$ cat config.mk
export PLATFORM = sky130hd
export DESIGN_NAME = ser_tx
export DESIGN_NICKNAME = d
export VERILOG_FILES = /design/src/rtl/ser_tx.sv
export SDC_FILE = /design/constraint.sdc
export NUM_CORES = 1
export LEC_CHECK = 0
export CAP_MARGIN = 15
export CORE_AREA = 2 2 56 98
export DETAILED_ROUTE_END_ITERATION = 7
export DIE_AREA = 0 0 58 100
export PLACE_DENSITY = 0.77
export SYNTH_ARGS = -nofsm -noshare
export SYNTH_HDL_FRONTEND = slang
export SYNTH_SLANG_ARGS = --single-unit
$ cat constraint.sdc
create_clock -name clk_i -period 2.15 [get_ports clk_i]
set_input_delay 0.43 -clock clk_i [delete_from_list [all_inputs] [get_ports clk_i]]
set_output_delay 0.43 -clock clk_i [all_outputs]
set_load 0.02 [all_outputs]
$ cat src/rtl/ser_tx.sv
// Serial frame transmitter: accepts a payload word over valid/ready, then drives a fixed
// header followed by the payload (MSB first) on a registered, idle-high serial line.
module ser_tx #(
   parameter int unsigned PAYLOAD_W  = 32,
   parameter logic [5:0]  HEADER     = 6'b011010,
   parameter int unsigned GAP_CYCLES = 0
) (
   input  logic                 clk_i,
   input  logic                 rst_i,
   input  logic [PAYLOAD_W-1:0] data_i,
   input  logic                 valid_i,
   output logic                 ready_o,
   output logic                 serdata_o,
   output logic                 busy_o,
   output logic                 done_o
);

   localparam int CNT_W = (PAYLOAD_W > 1) ? $clog2(PAYLOAD_W) : 1;
   // Header bits 4..0 ride ahead of the payload; header bit 5 goes straight to the line.
   localparam int SH_W  = PAYLOAD_W + 5;

   localparam logic [CNT_W-1:0] HDR_TC = CNT_W'(5);
   localparam logic [CNT_W-1:0] PAY_TC = CNT_W'(PAYLOAD_W - 1);
   localparam logic [CNT_W-1:0] GAP_TC = CNT_W'((GAP_CYCLES > 0) ? GAP_CYCLES - 1 : 0);

   typedef enum logic [1:0] {
      S_IDLE,
      S_HEADER,
      S_PAYLOAD,
      S_GAP
   } state_t;

   state_t            state_q, state_d;
   logic [CNT_W-1:0]  cnt_q, cnt_d;
   logic [SH_W-1:0]   sh_q, sh_d;
   logic              ser_q, ser_d;
   logic              accept;

   assign ready_o   = (state_q == S_IDLE);
   assign accept    = valid_i && ready_o;
   assign busy_o    = (state_q != S_IDLE);
   assign done_o    = (state_q == S_PAYLOAD) && (cnt_q == PAY_TC);
   assign serdata_o = ser_q;

   // NOTE: the shift register is reset too, so an abandoned frame leaves no stale payload.
   always_ff @(posedge clk_i or posedge rst_i) begin
      if (rst_i) begin
         state_q <= S_IDLE;
         cnt_q   <= '0;
         sh_q    <= '0;
         ser_q   <= 1'b1;
      end else begin
         // NOTE: non-blocking here so every register samples the pre-edge values together.
         state_q <= state_d;
         cnt_q   <= cnt_d;
         sh_q    <= sh_d;
         ser_q   <= ser_d;
      end
   end

   // ser_d is the bit the line will carry next cycle, keeping serdata_o a plain flop output.
   always_comb begin
      // NOTE: defaults first so no path through the case leaves a signal unassigned (no latch).
      state_d = state_q;
      cnt_d   = cnt_q + CNT_W'(1);
      sh_d    = sh_q;
      ser_d   = ser_q;
      unique case (state_q)
         S_IDLE: begin
            cnt_d = '0;
            ser_d = 1'b1;
            if (accept) begin
               state_d = S_HEADER;
               ser_d   = HEADER[5];
               sh_d    = {HEADER[4:0], data_i};
            end
         end
         S_HEADER: begin
            ser_d = sh_q[SH_W-1];
            sh_d  = {sh_q[SH_W-2:0], 1'b0};
            if (cnt_q == HDR_TC) begin
               state_d = S_PAYLOAD;
               cnt_d   = '0;
            end
         end
         S_PAYLOAD: begin
            if (cnt_q == PAY_TC) begin
               ser_d   = 1'b1;
               cnt_d   = '0;
               state_d = (GAP_CYCLES != 0) ? S_GAP : S_IDLE;
            end else begin
               ser_d = sh_q[SH_W-1];
               sh_d  = {sh_q[SH_W-2:0], 1'b0};
            end
         end
         S_GAP: begin
            ser_d = 1'b1;
            if (cnt_q == GAP_TC) begin
               state_d = S_IDLE;
               cnt_d   = '0;
            end
         end
         default: begin
            state_d = S_IDLE;
            cnt_d   = '0;
            ser_d   = 1'b1;
         end
      endcase
   end

endmodule
## Yosys cells after proc, flatten, opt, wreduce, memory -nomap -nowiden

Index checks and enable logic that the tools add are counted.

| word-level totals | value |
|---|---|
| register bits | 45 |
| bits in latches | 0 |
| memory bits (writable) | 0 |
| ROM bits | 0 |
| memories | 0 |

| operators by class | value |
|---|---|
| add/subtract/negate cells | 1 |
| multiply operators | 0 |
| divide/modulo/power cells | 0 |
| order comparisons | 0 |
| eq/ne operators | 10 |
| shifts and indexed selects | 0 |
| mux-type cells | 15 |
| bitwise logic cells | 0 |
| reductions and logical operators | 8 |

Operators by type and width:

| cell | count |
|---|---|
| 37-bit case mux with 3 select lines | 1 |
| 37-bit 2-to-1 mux | 2 |
| 5-bit case mux with 4 select lines | 1 |
| 5-bit 2-to-1 mux | 3 |
| 2-bit 2-to-1 mux | 4 |
| 2-bit case mux with 4 select lines | 1 |
| 2-bit != test, second input constant | 3 |
| 5-bit by 1-bit adder with 5-bit output, second input constant | 1 |
| 5-bit by 3-bit == test with 1-bit output, second input constant | 1 |
| 5-bit == test, second input constant | 1 |
| 5-bit logical NOT | 1 |
| 2-bit == test, second input constant | 2 |
| 2-bit by 1-bit != test with 1-bit output, second input constant | 2 |
| 1-bit case mux with 4 select lines | 1 |
| 4-bit AND reduction | 1 |
| 3-bit AND reduction | 1 |
| 3-bit nonzero test | 1 |
| 2-bit by 1-bit == test with 1-bit output, second input constant | 1 |
| 1-bit logical AND | 2 |
| 2-bit logical NOT | 1 |
| 1-bit 2-to-1 mux | 2 |
| 2-bit nonzero test | 1 |

## Depth between registers and ports, before layout

Gate-level depths: netlist of the first run.

| logic depth | value |
|---|---|
| depth in word-level cells | 4 |
| mapped depth | 9 |
| gate-level depth less buffers | 7 |

## Least setup slack after synthesis of the first run

OpenSTA, ideal clock, no wires.

| timing path | value |
|---|---|
| path kind | reg2reg |
| start point | reg cnt_q[0] |
| end point | reg sh_q[10] |
| setup time | 0.137 ns |
| data arrival time | 1.990 ns |
| data required time | 2.013 ns |
| slack | 0.023 ns |
| cell stages (with the launch flop) | 9 |
| buffers on the path | 2 |
| period minus slack after synthesis | 2.127 ns |
| path through | dfrtp_1 > ha_1 > and3_2 > ha_1 > and2_1 > nor3_1 > buf_2 > buf_1 > a21oi_1 |

| on the way | value |
|---|---|
| longest elaborated chain between the ends | 3 |

RTL lines:

| item | RTL line | source |
|---|---|---|
| start: declaration | 34 | `logic [CNT_W-1:0] cnt_q, cnt_d;` |
| start signal: assignment | 55 | `cnt_q <= cnt_d;` |
| 5-bit == test | 87 | `if (cnt_q == PAY_TC) begin` |
| 2-bit != test (no line) | - |  |
| 3-bit AND reduction (no line) | - |  |
| end signal: assignment | 50 | `sh_q <= '0;` |
| end signal: assignment | 56 | `sh_q <= sh_d;` |
| end: declaration | 35 | `logic [SH_W-1:0] sh_q, sh_d;` |

No other way between the ends.
A chain may end at the register's enable or synchronous reset.

## Worst setup path in the final report of the first run

| timing path | value |
|---|---|
| start point | reg cnt_q[1] |
| end point | out done_o |

| on the way | value |
|---|---|
| longest elaborated chain between the ends | 2 |

RTL lines:

| item | RTL line | source |
|---|---|---|
| 5-bit == test | 42 | `assign done_o = (state_q == S_PAYLOAD) && (cnt_q == PAY_TC);` |
| 1-bit logical AND | 42 |  |
| end: declaration | 15 | `output logic done_o` |

No other way between the ends.

==> impl_metrics.ini, run 1 <==
[outcome]
status = finished clean

[synth]
ys_seq_elements = 45
synth_top_area_share_pct = 50.5
yosys_warnings = 0
synth-async-reset-ratio_pct = 100
postSynthCellCount = 209
synth.cell_area_um2 = 2180
synth_edf_count = 0
synth.largest_area_cell = dfrtp_1
synthTopCellsByArea = dfrtp_1, mux2i_1, a21oi_1, nor2_1, ha_1
synth_flop_cell = dfrtp_1
synth_top_cells_by_count = dfrtp_1, nor2_1, a21oi_1
syn_nets = 255
yosysMostFrequentCell = dfrtp_1
avgSynthCellArea_um2 = 10.4
ys_seq_area_share_pct = 51.7
ys_types = 29

[placed_design]
gp_congestion = 0.765
io_buffer_count = 38
place_hpwl_um = 2690

[clocking]
clock_latency_ps = 300
h-tree-depth = 2
holdBufCountCts = 0
cts_max_path_buffers = 2
cts_buffers = 5
postCtsSetupBuffers = 0
clk_pin_slew_ps = 80
root_buffer = clkbuf_8
cts_tree = built
cts_sinks = 45

[final_layout]
drive_above_1_share_pct = 8.84
area.growth.synth_to_final_pct = 27.8
diodes = 0
fin_nets = 294
post-route-util_pct = 54.9

[timing]
fin_crit_ps = 2070
min_period_over_period_pct = 96.1
fin_setup_tns_ps = 0
tightest_slew_ps = 445
rsz0062_at_grt = false
hold_viol_final = 0
max_freq_mhz = 484
slew-limit-headroom_pct = 70.3
finalSetupViolations = 0
clock-skew-final_ps = 3.99
drv_slew = 0

[hold_path]
worst_hold_path_type = input pin to async pin

[route]
dr.pass1.iters = 4
wl_per_cell_um = 13.5
vias = 1595
drt-initial-drc-count = 35
drc = 0
wl_um = 4090
antenna_left = 0
via_per_inst = 5.25

[critical_path]
end_kind = output port
crit_path_frequent_cell = ha_1
cp_cell_sequence = ha_1 > and3_2 > ha_1 > and2_1 > buf_2
required_ps = 1720
start_kind = register
critical_path_class = register to output port
cp.arrival_ps = 1640
cpLargestDelayFamily = flip-flops
crit_buf_inv = 1
path_max_fanout = 3
max_stage_delay_ps = 400
cp_slowest_cell = dfrtp_1

[floorplan]
die_area_um2 = 5800
initial_core_util_pct = 43.0
row_count = 35
pin_count = 39
design.core.area_um2 = 5080
dieWidth_um = 58
die_h_um = 100

[global_route]
grt_pass1_vias = 1564
grt_max_degree = 75
antenna_found_initial = 0
track_usage_pct = 15.1
gr-total-overflow = 0
grt_pass1_wl_um = 6730

[power_and_ir_drop]
clock_power_share_pct = 15.4
ir_worst_vdd_mv = 1.85
power_frac_seq_pct = 34.5
combinationalPowerShare_pct = 50.1
p_leak_uw = 0.00128
power_density_nw_per_um2 = 1520
p_sw_share_pct = 37.6
p_sw_uw = 1600
p_int_uw = 2650

[job]
maxCapViolCount = 0
==> final timing paths <==
check,cells after the start,slack (ps),end,startpoint
min,2,450,sh_q[1],rst_i
min reg2reg,2,520,sh_q[32],sh_q[31]
max in group asynchronous,3,1150,sh_q[13],rst_i
min in group clk_i,2,520,sh_q[32],sh_q[31]
max,5,80,done_o,cnt_q[1]
max reg2reg,7,130,sh_q[36],cnt_q[1]
==> logic make-up (layout without fill, tap and decap cells) <==
family / count (synthesis) / count (layout) / synth area share [%]
AOI/OAI and AO/OA: 42 / 42 / 10.5
xor gates and xnor gates: 2 / 2 / 0.803
adders and majority gates: 11 / 11 / 6.31
buffers and inverters: 24 / 64 / 4.53
DFF: 45 / 45 / 51.7
muxes: 33 / 33 / 15.3
and+or+nand+nor: 52 / 52 / 11.0
==> worst reg2reg max path: cells and delay by family (launching register included) <==
family          cells  cell delay, ps
compound gates      1             130
fa+ha+maj           2             370
simple gates        3             680
buf+inv             1             320
flops               1             400
==> cell usage in the layout (no fill, tap or decap), drive strengths merged, types with 6 or more instances in the layout <==
cell type,netlist,final
clkdlybuf4s50,0,35
mux2i,31,31
inv,12,12
dfrtp,44,44
nor2,39,39
buf,11,6
clkbuf,1,8
a21oi,32,32
ha,11,11
==> layer usage <==
metal	track usage, %	share of wire, %
met5	0	0
met4	6.44	1.4
met3	3.87	4.1
met2	26.3	52
met1	17.2	42
==> power groups by stage <==
stage	Clock, uW	Combinational (uW)	Sequential (uW)
CTS	675	2090	1470
floorplan	0	1610	1440
global placement	0	2030	1470
global route	706	2370	1520
detailed placement	0	2090	1480
finish	653	2130	1470
==> sequential cells by signal, summed over array words and instances, names as in the netlist <==
register   count
sh_q          37
cnt_q          5
state_q        2
serdata_o      1
==> per-stage QoR <==
stage | setup WS (ps) | hold slack, ps | instances | instance area, um2 | total power (uW)
floorplan | 22.9 | 476 | 209 | 2180 | 3050
global placement | 69.9 | 490 | 295 | 2650 | 3490
detailed placement | 51.6 | 493 | 295 | 2650 | 3570
CTS | 5.30 | 456 | 303 | 2770 | 4240
global route | 1.38 | 496 | 304 | 2790 | 4590
finish | 83.5 | 448 | 304 | 2790 | 4250
==> final cells by class <==
class	instances	area [um2]
fillers	457	2290
flip-flops and latches	45	1130
multi-input cells	140	970
repair buffers	44	459
clock buffers	7	86.3
well taps	55	68.8
inverters	12	45.0
clock inverters	1	30.0
==> what timing repair did <==
item,4_1_cts,5_1_grt
endpoints found under the setup margin,1,15
resized for setup,3,6
cloned,0,1
Power figures use the tool's default switching activity.
==> run 2, diff against run 1 <==
--- a/config.mk
+++ b/config.mk
@@ -7,9 +7,12 @@
 export LEC_CHECK = 0
 export CAP_MARGIN = 15
 export CORE_AREA = 2 2 56 98
+export CTS_CLUSTER_DIAMETER = 40
 export DETAILED_ROUTE_END_ITERATION = 7
 export DIE_AREA = 0 0 58 100
-export PLACE_DENSITY = 0.77
+export DONT_BUFFER_PORTS = 1
+export PLACE_DENSITY = 0.66
 export SYNTH_ARGS = -nofsm -noshare
 export SYNTH_HDL_FRONTEND = slang
 export SYNTH_SLANG_ARGS = --single-unit
+export TNS_END_PERCENT = 1
==> run 2 against run 1 <==
Effect of this change:
- non-clock buffer count decreased by 34
- setup slack got worse by 15 ps
- register-to-register slack got worse by 20 ps
- sequential share of layout area increased by 5.3 points
- wire length is 5.4% higher
- die area is the same
- first-iteration DRC count up 69%
- critical path type unchanged
==> impl_metrics.ini, run 2 (synthesis gave the netlist of run 1 again) <==
[outcome]
status = finished clean

[route]
antenna_left = 0
dr.pass1.iters = 5
drc = 0
vias = 1482
wl_um = 4310
drt-initial-drc-count = 59
via_per_inst = 5.49
wl_per_cell_um = 16.0

[floorplan]
die_area_um2 = 5800
dieWidth_um = 58
design.core.area_um2 = 5080
initial_core_util_pct = 43.0
die_h_um = 100
pin_count = 39
row_count = 35

[final_layout]
fin_nets = 260
diodes = 0
largest_reg_flops = 37
drive_above_1_share_pct = 12.1
mostFrequentLayoutCell = dfrtp_1
regMostFlops = sh_q
final_cell_mix = dfrtp_1, nor2_1, a21oi_1
reg_top3 = sh_q x37, cnt_q x5, state_q x2
final_cells = 270
area.growth.synth_to_final_pct = 12.7

[global_route]
track_usage_pct = 14.8
gr-total-overflow = 0
antenna_found_initial = 0
grt_max_degree = 75
grt_pass1_wl_um = 6520
grt_pass1_vias = 1463

[critical_path]
path_max_fanout = 5
required_ps = 1720
critical_path_class = register to output port
end_kind = output port
start_kind = register
cp.arrival_ps = 1650

[clocking]
cts_buffers = 5
clock_latency_ps = 310
h-tree-depth = 2
cts_tree = built
holdBufCountCts = 0
root_buffer = clkbuf_8
clk_pin_slew_ps = 80
cts_max_path_buffers = 2
cts_sinks = 45

[hold_path]
worst_hold_path_type = input pin to async pin

[placed_design]
dp_worst_setup_slack_ps = 108
gp_congestion = 0.754
place_hpwl_um = 2740
io_buffer_count = 0
numPlacedInstances = 257

[timing]
fin_setup_tns_ps = 0
max_freq_mhz = 480
min_period_over_period_pct = 96.8
fin_crit_ps = 2080
finalSetupViolations = 0
drv_slew = 0
setup_slack_ps = 68.3
hold_viol_final = 0
rsz0062_at_grt = false
slew-limit-headroom_pct = 62.7
clock-skew-final_ps = 8.88
tightest_slew_ps = 560

[power_and_ir_drop]
ir_worst_vdd_mv = 0.963
p_leak_uw = 0.00114
power_density_nw_per_um2 = 1730

[job]
maxCapViolCount = 0
run 2: metrics by stage:
stage | instance area [um2] | hold slack (ps) | util [%] | total power, uW
3_3_place_gp | 2280 | 490 | 44.9 | 3460
6_report | 2460 | 138 | 48.4 | 4260
3_5_place_dp | 2280 | 491 | 44.9 | 3520
2_1_floorplan | 2180 | 476 | - | 3050
4_1_cts | 2380 | 157 | 46.9 | 4110
5_1_grt | 2460 | 188 | 48.4 | 4610
run 2: cell type report:
type	count	area, um2
clock inverters	1	5.00
multi-input cells	140	972
well taps	55	68.8
clock buffers	7	96.3
flip-flops and latches	45	1130
fillers	486	2620
inverters	12	45.0
repair buffers	10	145
run 2: routing by layer:
metal | global-route usage, % | up-vias | part of all wire (%)
met5 | 0 | - | 0
met4 | 8.59 | 0 | 2.3
met3 | 3.35 | 10 | 3.9
met2 | 24.9 | 28 | 55
met1 | 16.9 | 728 | 38
li1 | - | 716 | -
run 2: repair_timing:
action	in CTS	in global routing
buffers inserted	0	2
setup endpoints to repair	0	34
gates resized for setup	0	4
run 2: power by group:
part / internal [uW] / switching [uW] / total [uW]
clock: 291 / 294 / 584
combinational: 1060 / 1130 / 2190
sequential: 1260 / 226 / 1490
run 2: worst max-delay path, cell delays in order, from the launching register on:
cell	delay [ps]
dfrtp_1	430
ha_2	200
and3_2	220
ha_1	170
and2_1	170
buf_4	170
run 2: path summary, 6_finish.rpt:
path                               start        end  slack [ps]  depth (start not counted)
worst max-delay path            cnt_q[0]     done_o          70                          5
worst max register to register  cnt_q[0]   sh_q[11]         110                          9
worst min register to register  cnt_q[0]   cnt_q[0]         520                          1
max in group asynchronous          rst_i   cnt_q[0]        1630                          2
min in group clk_i               valid_i  serdata_o         190                          1
worst min-delay path               rst_i   sh_q[12]         140                          2
